===== config.mk =====
export PLATFORM = sky130hd
export DESIGN_NAME = control_suma
export DESIGN_NICKNAME = d
export VERILOG_FILES = /design/src/rtl/control_suma.sv
export SDC_FILE = /design/constraint.sdc
export NUM_CORES = 1
export LEC_CHECK = 0
export CORE_MARGIN = 2
export CORE_UTILIZATION = 39
export DETAILED_ROUTE_END_ITERATION = 8
export HOLD_SLACK_MARGIN = 0.15
export PLACE_DENSITY = 0.76
export RECOVER_POWER = 100
export SLEW_MARGIN = 20
export SYNTH_ARGS = -nofsm -noshare
export SYNTH_HDL_FRONTEND = slang
export SYNTH_SLANG_ARGS = --single-unit

===== constraint.sdc =====
create_clock -name clk -period 9.1 [get_ports clk]
set_input_delay 1.82 -clock clk [delete_from_list [all_inputs] [get_ports clk]]
set_output_delay 1.82 -clock clk [all_outputs]
set_load 0.03 [all_outputs]

===== src/rtl/control_suma.sv =====
// control_suma: keypad sequencer for a registered 12-bit + 12-bit adder.
// Builds two decimal operands digit by digit, presents them to the adder,
// waits out the adder latency, latches the sum and selects what to display.
module control_suma #(
    parameter int MAX_DIGITS  = 3,
    parameter int ADD_LATENCY = 1
) (
    input  logic        clk,
    input  logic        rst,
    input  logic        key_valid,
    input  logic [3:0]  key_code,
    output logic [11:0] num1,
    output logic [11:0] num2,
    input  logic [12:0] sum_in,
    output logic [12:0] result,
    output logic        result_vld,
    output logic [12:0] disp_val,
    output logic [1:0]  state_o,
    output logic [1:0]  digits_o
);

    typedef enum logic [1:0] {
        S_OP1  = 2'd0,
        S_OP2  = 2'd1,
        S_WAIT = 2'd2,
        S_SHOW = 2'd3
    } state_t;

    // Counter wide enough to hold ADD_LATENCY; at least one bit.
    localparam int CW = (ADD_LATENCY > 0) ? $clog2(ADD_LATENCY + 1) : 1;
    localparam logic [CW-1:0] LAT_LOAD   = CW'(ADD_LATENCY);
    localparam logic [1:0]    MAX_DIG    = 2'(MAX_DIGITS);

    state_t        state_q;
    logic [11:0]   num1_q, num2_q;
    logic [12:0]   result_q;
    logic          result_vld_q;
    logic [1:0]    digits_q;
    logic [CW-1:0] cnt_q;

    // Key decode; all qualified by key_valid so idle cycles decode to nothing.
    logic is_digit, is_plus, is_eq, is_clr, room;
    logic [11:0] num1_d, num2_d;

    // Classify the key and precompute the decimal shift-in for each operand.
    always_comb begin
        is_digit = key_valid && (key_code <= 4'd9);
        is_plus  = key_valid && (key_code == 4'hA);
        is_eq    = key_valid && (key_code == 4'hB);
        is_clr   = key_valid && (key_code == 4'hC);
        room     = (digits_q < MAX_DIG);
        // The digit limit keeps these below 1000, so 12 bits never wrap.
        num1_d   = 12'(num1_q * 12'd10) + {8'd0, key_code};
        num2_d   = 12'(num2_q * 12'd10) + {8'd0, key_code};
    end

    // Sequencer: reset/clear, operand entry, latency wait and result hold.
    always_ff @(posedge clk) begin
        if (rst || is_clr) begin
            state_q      <= S_OP1;
            num1_q       <= '0;
            num2_q       <= '0;
            result_q     <= '0;
            result_vld_q <= 1'b0;
            digits_q     <= '0;
            cnt_q        <= '0;
        end else begin
            case (state_q)
                S_OP1: begin
                    if (is_digit && room) begin
                        num1_q   <= num1_d;
                        digits_q <= digits_q + 2'd1;
                    end else if (is_plus) begin
                        state_q  <= S_OP2;
                        digits_q <= '0;
                    end
                end
                S_OP2: begin
                    if (is_digit && room) begin
                        num2_q   <= num2_d;
                        digits_q <= digits_q + 2'd1;
                    end else if (is_eq) begin
                        state_q <= S_WAIT;
                        cnt_q   <= LAT_LOAD;
                    end
                end
                S_WAIT: begin
                    // Operands stay frozen here so the adder output settles.
                    if (cnt_q == '0) begin
                        result_q     <= sum_in;
                        result_vld_q <= 1'b1;
                        state_q      <= S_SHOW;
                    end else begin
                        cnt_q <= cnt_q - 1'b1;
                    end
                end
                S_SHOW: begin
                    // A digit begins the next operation; result is kept for display history.
                    if (is_digit) begin
                        num1_q       <= {8'd0, key_code};
                        num2_q       <= '0;
                        digits_q     <= 2'd1;
                        result_vld_q <= 1'b0;
                        state_q      <= S_OP1;
                    end
                end
                default: state_q <= S_OP1;
            endcase
        end
    end

    // Display mux over registered values: operand being typed, or the sum.
    always_comb begin
        case (state_q)
            S_OP1:   disp_val = {1'b0, num1_q};
            S_SHOW:  disp_val = result_q;
            default: disp_val = {1'b0, num2_q};
        endcase
    end

    assign num1       = num1_q;
    assign num2       = num2_q;
    assign result     = result_q;
    assign result_vld = result_vld_q;
    assign state_o    = state_q;
    assign digits_o   = digits_q;

endmodule

# Word level (Yosys, flattened, before mapping)
# Index checks and enable logic that the tools add are counted.
# word_totals
output_inout_bits	55
register_bits	43
elab_cells	76
input_bits	20
# classes
n_reduce_logical	19
add_sub_neg	4
magnitude_cmp	2
mul	2
n_eq_ne	15
n_bitwise	1
mux	26
# op_table
operator	n
12-bit two-way mux	4
12-bit case mux with 2 select lines	2
13-bit case mux with 2 select lines	1
12-bit by 4-bit adder with 12-bit output	2
12-bit by 3-bit multiplier with 11-bit output, second input constant	2
2-bit two-way mux	10
2-bit != test, second input constant	8
4-bit == test, second input constant	3
3-bit AND reduction	4
2-bit case mux with 4 select lines	1
2-bit nonzero test	4
2-bit case mux with 3 select lines	1
6-bit AND reduction	1
1-bit logical AND	5
1-bit two-way mux	5
2-bit == test, second input constant	2
4-bit less-or-equal comparator, second input constant	1
1-bit case mux with 2 select lines	2
4-bit AND reduction	1
3-bit != test, second input constant	1
3-bit nonzero test	1
2-bit by 1-bit adder with 2-bit output, second input constant	1
2-bit by 1-bit == test with 1-bit output, second input constant	1
2-bit logical NOT	1
5 further kinds	5

# Longest topological paths before layout
# depth
word_depth	5
ltp_mapped	9
depth_no_buf	9

# Worst setup path after synthesis
# OpenSTA, ideal clock, no wires.
# synth_path
path_kind	reg2out
start	register state_q[1], in the netlist state_o[1]
end	output disp_val[8]
stages_incl_launch_ff	6
required_ps	7280
arrival_time_ps	2079
path_slack_ps	5201
n_path_buf	2
cell_sequence	dfxtp_1 -> ha_1 -> buf_6 -> clkbuf_1 -> a22oi_1 -> o21ai_0
# synth_between
elab_chain_cells	2
elab_cells_between_ends	3
cone_classes	eq/ne: 1; mux: 1; reduce/logical: 1
# synth_lines
element	line	source
from (decl)	34	state_t state_q;
from (signal assigned)	60	state_q <= S_OP1;
from (signal assigned)	74	state_q <= S_OP2;
from (signal assigned)	83	state_q <= S_WAIT;
2-bit == test / 2-bit logical NOT (equally long branches)	114	case (state_q)
13-bit case mux with 2 select lines (*)	114	
to (decl)	17	output logic [12:0] disp_val,
# Mark *: on every way between the ends. The rest lies on a longest branch, timed or not.

# Worst setup path in the final report
# layout_path
start	register state_q[1], in the netlist state_o[1]
end	output disp_val[5]
# Same word-level chain as after synthesis.

==> reports/summary.txt <==
Die Wd - 96.52 um
CP max FO - 31
EDFF count, synth - 0
PnR Total Power - 0.6534 mW
leakage power - 1.956 nW
final setup vio count - 0
CTS root buffer - clkbuf_8
dpl hpwl - 7.118 mm
Seq/Total Area, Yosys - 0.2579
met1 global-route usage - 0.2776
Clk pin slew, worst setup/hold paths - 0.08 ns
slowest CP cell - clkbuf_1
top cell type's share of synthesized area - 0.2579
layout cell share with drive strength beyond 1 - 0.04211
main combinational cell family by area after synthesis - compound AO/OA/AOI/OAI gates
setup_tns - 0 ns
clk sink count - 43
CTS tree - yes
GRT busiest layer - met2
Synth Area in Simple Gates - 0.2159
Finished Core Util - 0.5170
leading area contributor after synthesis - dfxtp_1
initial core utilization - 0.4042
Hold Buf Count CTS - 0
mean area per synthesized cell - 8.242 um2
Slew HR - 0.09359
final instance area - 4269 um2
input/output buffers - 74
hold slack - 0.4699 ns
initial antenna violation count - 0
HP Class - reg -> reg
global route overflow - 0
register area - 860.8 um2
overall routing resource usage - 0.2051
critical path depth in cells - 5
Vias - 3,272
area of the multi-input gates - 2364 um2
Slew @ Worst Pin - 1.360 ns
pin count of the biggest net entering global routing - 32
crit path to - disp_val[5]
r2r setup slk - 5.63 ns
post-synthesis adder-cell area fraction - 0.1814
Yosys Warn Count - 0
GRT met2 Usage - 0.3478
clk_lat worst skew - 0.29 ns
Post-CTS Resized - 0
fin nets - 540
Critical Path RT - 7.28 ns
H-tree Lvls - 2
met3 Use GR - 0.01939
Routed Antenna Nets - 0
routed wire length - 9.188 mm
Async SR Flop Fraction - 0
Final Skew - 0.002565 ns
clock tree buffer depth - 2
Top delay family on crit path - buffers and inverters
Syn-to-layout area delta - 27.89%
CP Cell Sequence - ha_1 -> clkbuf_1 -> a22oi_1 -> o21ai_0 -> dlygate4sd3_1
postcts setup bufs - 0
First DRT Iteration DRCs - 152
Most used DFF post-synth - dfxtp_1
buffers and inverters on the worst path - 2
Setup Crit Path Kind - reg -> out
Yosys reg bits - 43
Synth area leaders - dfxtp_1 26%, ha_1 16%, nand2_1 5.7%
Synth Cell Area - 3338 um2
Mapped Nets - 471
R2R depth - 9
vias in the first global route - 3,247
# Max-Cap Violations - 0
Core Footprint - 8258 um2
first-pass iteration count of the detailed router - 4
vias per std cell - 5.641
Worst setup EP type - primary output
post-synthesis cell type count - 59
Die H - 96.52 um
PwrDens - 153.0 nW/um2
r2r startpoint - num2[1]$_SDFFE_PP0P_
row count - 33
number of fill cells - 785
die footprint - 9315 um2
Achievable Freq - 197.5 MHz
CTS buffer count - 5
IR drop worst, VDD - 0.00007134 V
Hold Path Depth - 2
GP Congestion - 0.8273
Final min period - 5.064 ns
drc violations - 0
first-pass GRT wire length - 15.12 mm
Placed Area - 4173 um2
Startpoint Class - flop
mux contribution to synthesized area - 0.005997
compound-cell area share of the yosys netlist - 0.2403
drt wl/cell - 15.84 um
status - complete, no violations
Antenna Cells - 0
unrepaired setup endpoints after global routing - no
Fin. Hold Viols - 0
crit path from - state_o[1]$_SDFFE_PP0P_
Slew Limit Fails - 0
fin crit share - 0.5565
Ports - 75
slowest stage delay, CP - 0.99 ns
post-synthesis xor/xnor area fraction - 0.06597
Syn Inst Count - 405
crit path DAT - 3.24 ns
R2R Path End - num2[11]$_SDFFE_PP0P_
-- worst register-to-register path: cells and delay by family (launching register included) --
kind            cells  cell delay [ns]
xor+xnor            1             0.34
flops               1             0.50
compound gates      3             1.17
fa+ha+maj           3             0.93
simple gates        2             0.42
-- kinds of logic (layout without fill, tap and decap cells) --
kind of cell | count (synthesis) | after routing
multiplexers | 2 | 2
AO/OA/AOI/OAI | 122 | 122
XOR/XNOR | 22 | 22
AND/OR/NAND/NOR | 144 | 144
adder cells (fa/ha/maj) | 46 | 46
flip-flops | 43 | 43
buffers and inverters | 26 | 96
-- how the worst min path moves through the flow --
stage / startpoint / to / slack, ns
floorplan: cnt_q$_SDFFE_PP0P_ / cnt_q$_SDFFE_PP0P_ / 0.48
global route: result[8]$_SDFFE_PP0P_ / result[8]$_SDFFE_PP0P_ / 0.50
global placement: result[7]$_SDFFE_PP0P_ / result[7]$_SDFFE_PP0P_ / 0.46
CTS: result[12]$_SDFFE_PP0P_ / result[12]$_SDFFE_PP0P_ / 0.47
detailed placement: result[12]$_SDFFE_PP0P_ / result[12]$_SDFFE_PP0P_ / 0.46
finish: result[12]$_SDFFE_PP0P_ / result[12]$_SDFFE_PP0P_ / 0.47
-- cells in the final DEF (no fill, tap or decap), drive strengths merged, types with 4 or more instances in the layout --
master / netlist / final
nand2: 51 / 51
xnor2: 10 / 10
nor2b: 7 / 7
a32o: 4 / 4
nor2: 46 / 46
a21o: 5 / 5
o2111ai: 4 / 4
inv: 9 / 9
nor3b: 8 / 8
a21oi: 38 / 38
a22oi: 20 / 20
clkdlybuf4s50: 0 / 19
fa: 4 / 4
xor2: 10 / 10
a211oi: 7 / 7
dlygate4sd3: 0 / 55
clkbuf: 16 / 8
dfxtp: 43 / 43
ha: 42 / 42
o21ai: 25 / 25
and2: 4 / 4
-- synthesized netlist by cell type, types with 7 or more instances --
library cell / count
a211oi_1: 7
a21oi_1: 38
a22oi_1: 20
clkbuf_1: 15
dfxtp_1: 43
ha_1: 42
inv_1: 9
nand2_1: 51
nor2_1: 46
nor2b_1: 7
nor3b_1: 7
o21ai_0: 23
xnor2_1: 10
xor2_1: 10
-- power by group --
group	leakage [nW]	switching [mW]	internal, mW	total (mW)
registers	0.348	0.0201	0.203	0.223
clock network	0.0581	0.0660	0.0817	0.148
logic	1.55	0.177	0.105	0.282
-- metal layers --
layer,part of all wire,up-vias
met4,0.0095,0
met5,0,-
met1,0.44,1569
met3,0.052,7
li1,-,1610
met2,0.49,86
-- state kept, by name, indices dropped and copies added (netlist names) --
signal	count
num2	12
state_o	2
num1	12
cnt_q	1
result_vld	1
digits_o	2
result	13
-- area by class of cell --
type                            instances  area share
Timing Repair Buffer                   79      0.1797
Tap cell                              105     0.03077
Clock buffer                            5     0.01612
Multi-Input combinational cell        336      0.5536
Clock inverter                          3     0.01026
Sequential cell                        43      0.2016
Inverter                                9    0.007913
-- metrics by stage --
step                      worst slack (ns)  cells
after floorplan                      5.201    405
after global placement               4.593    572
after detailed placement             4.490    572
after CTS                            4.694    580
after global routing                 3.746    580
final                                4.036    580
Power figures use the tool's default switching activity.
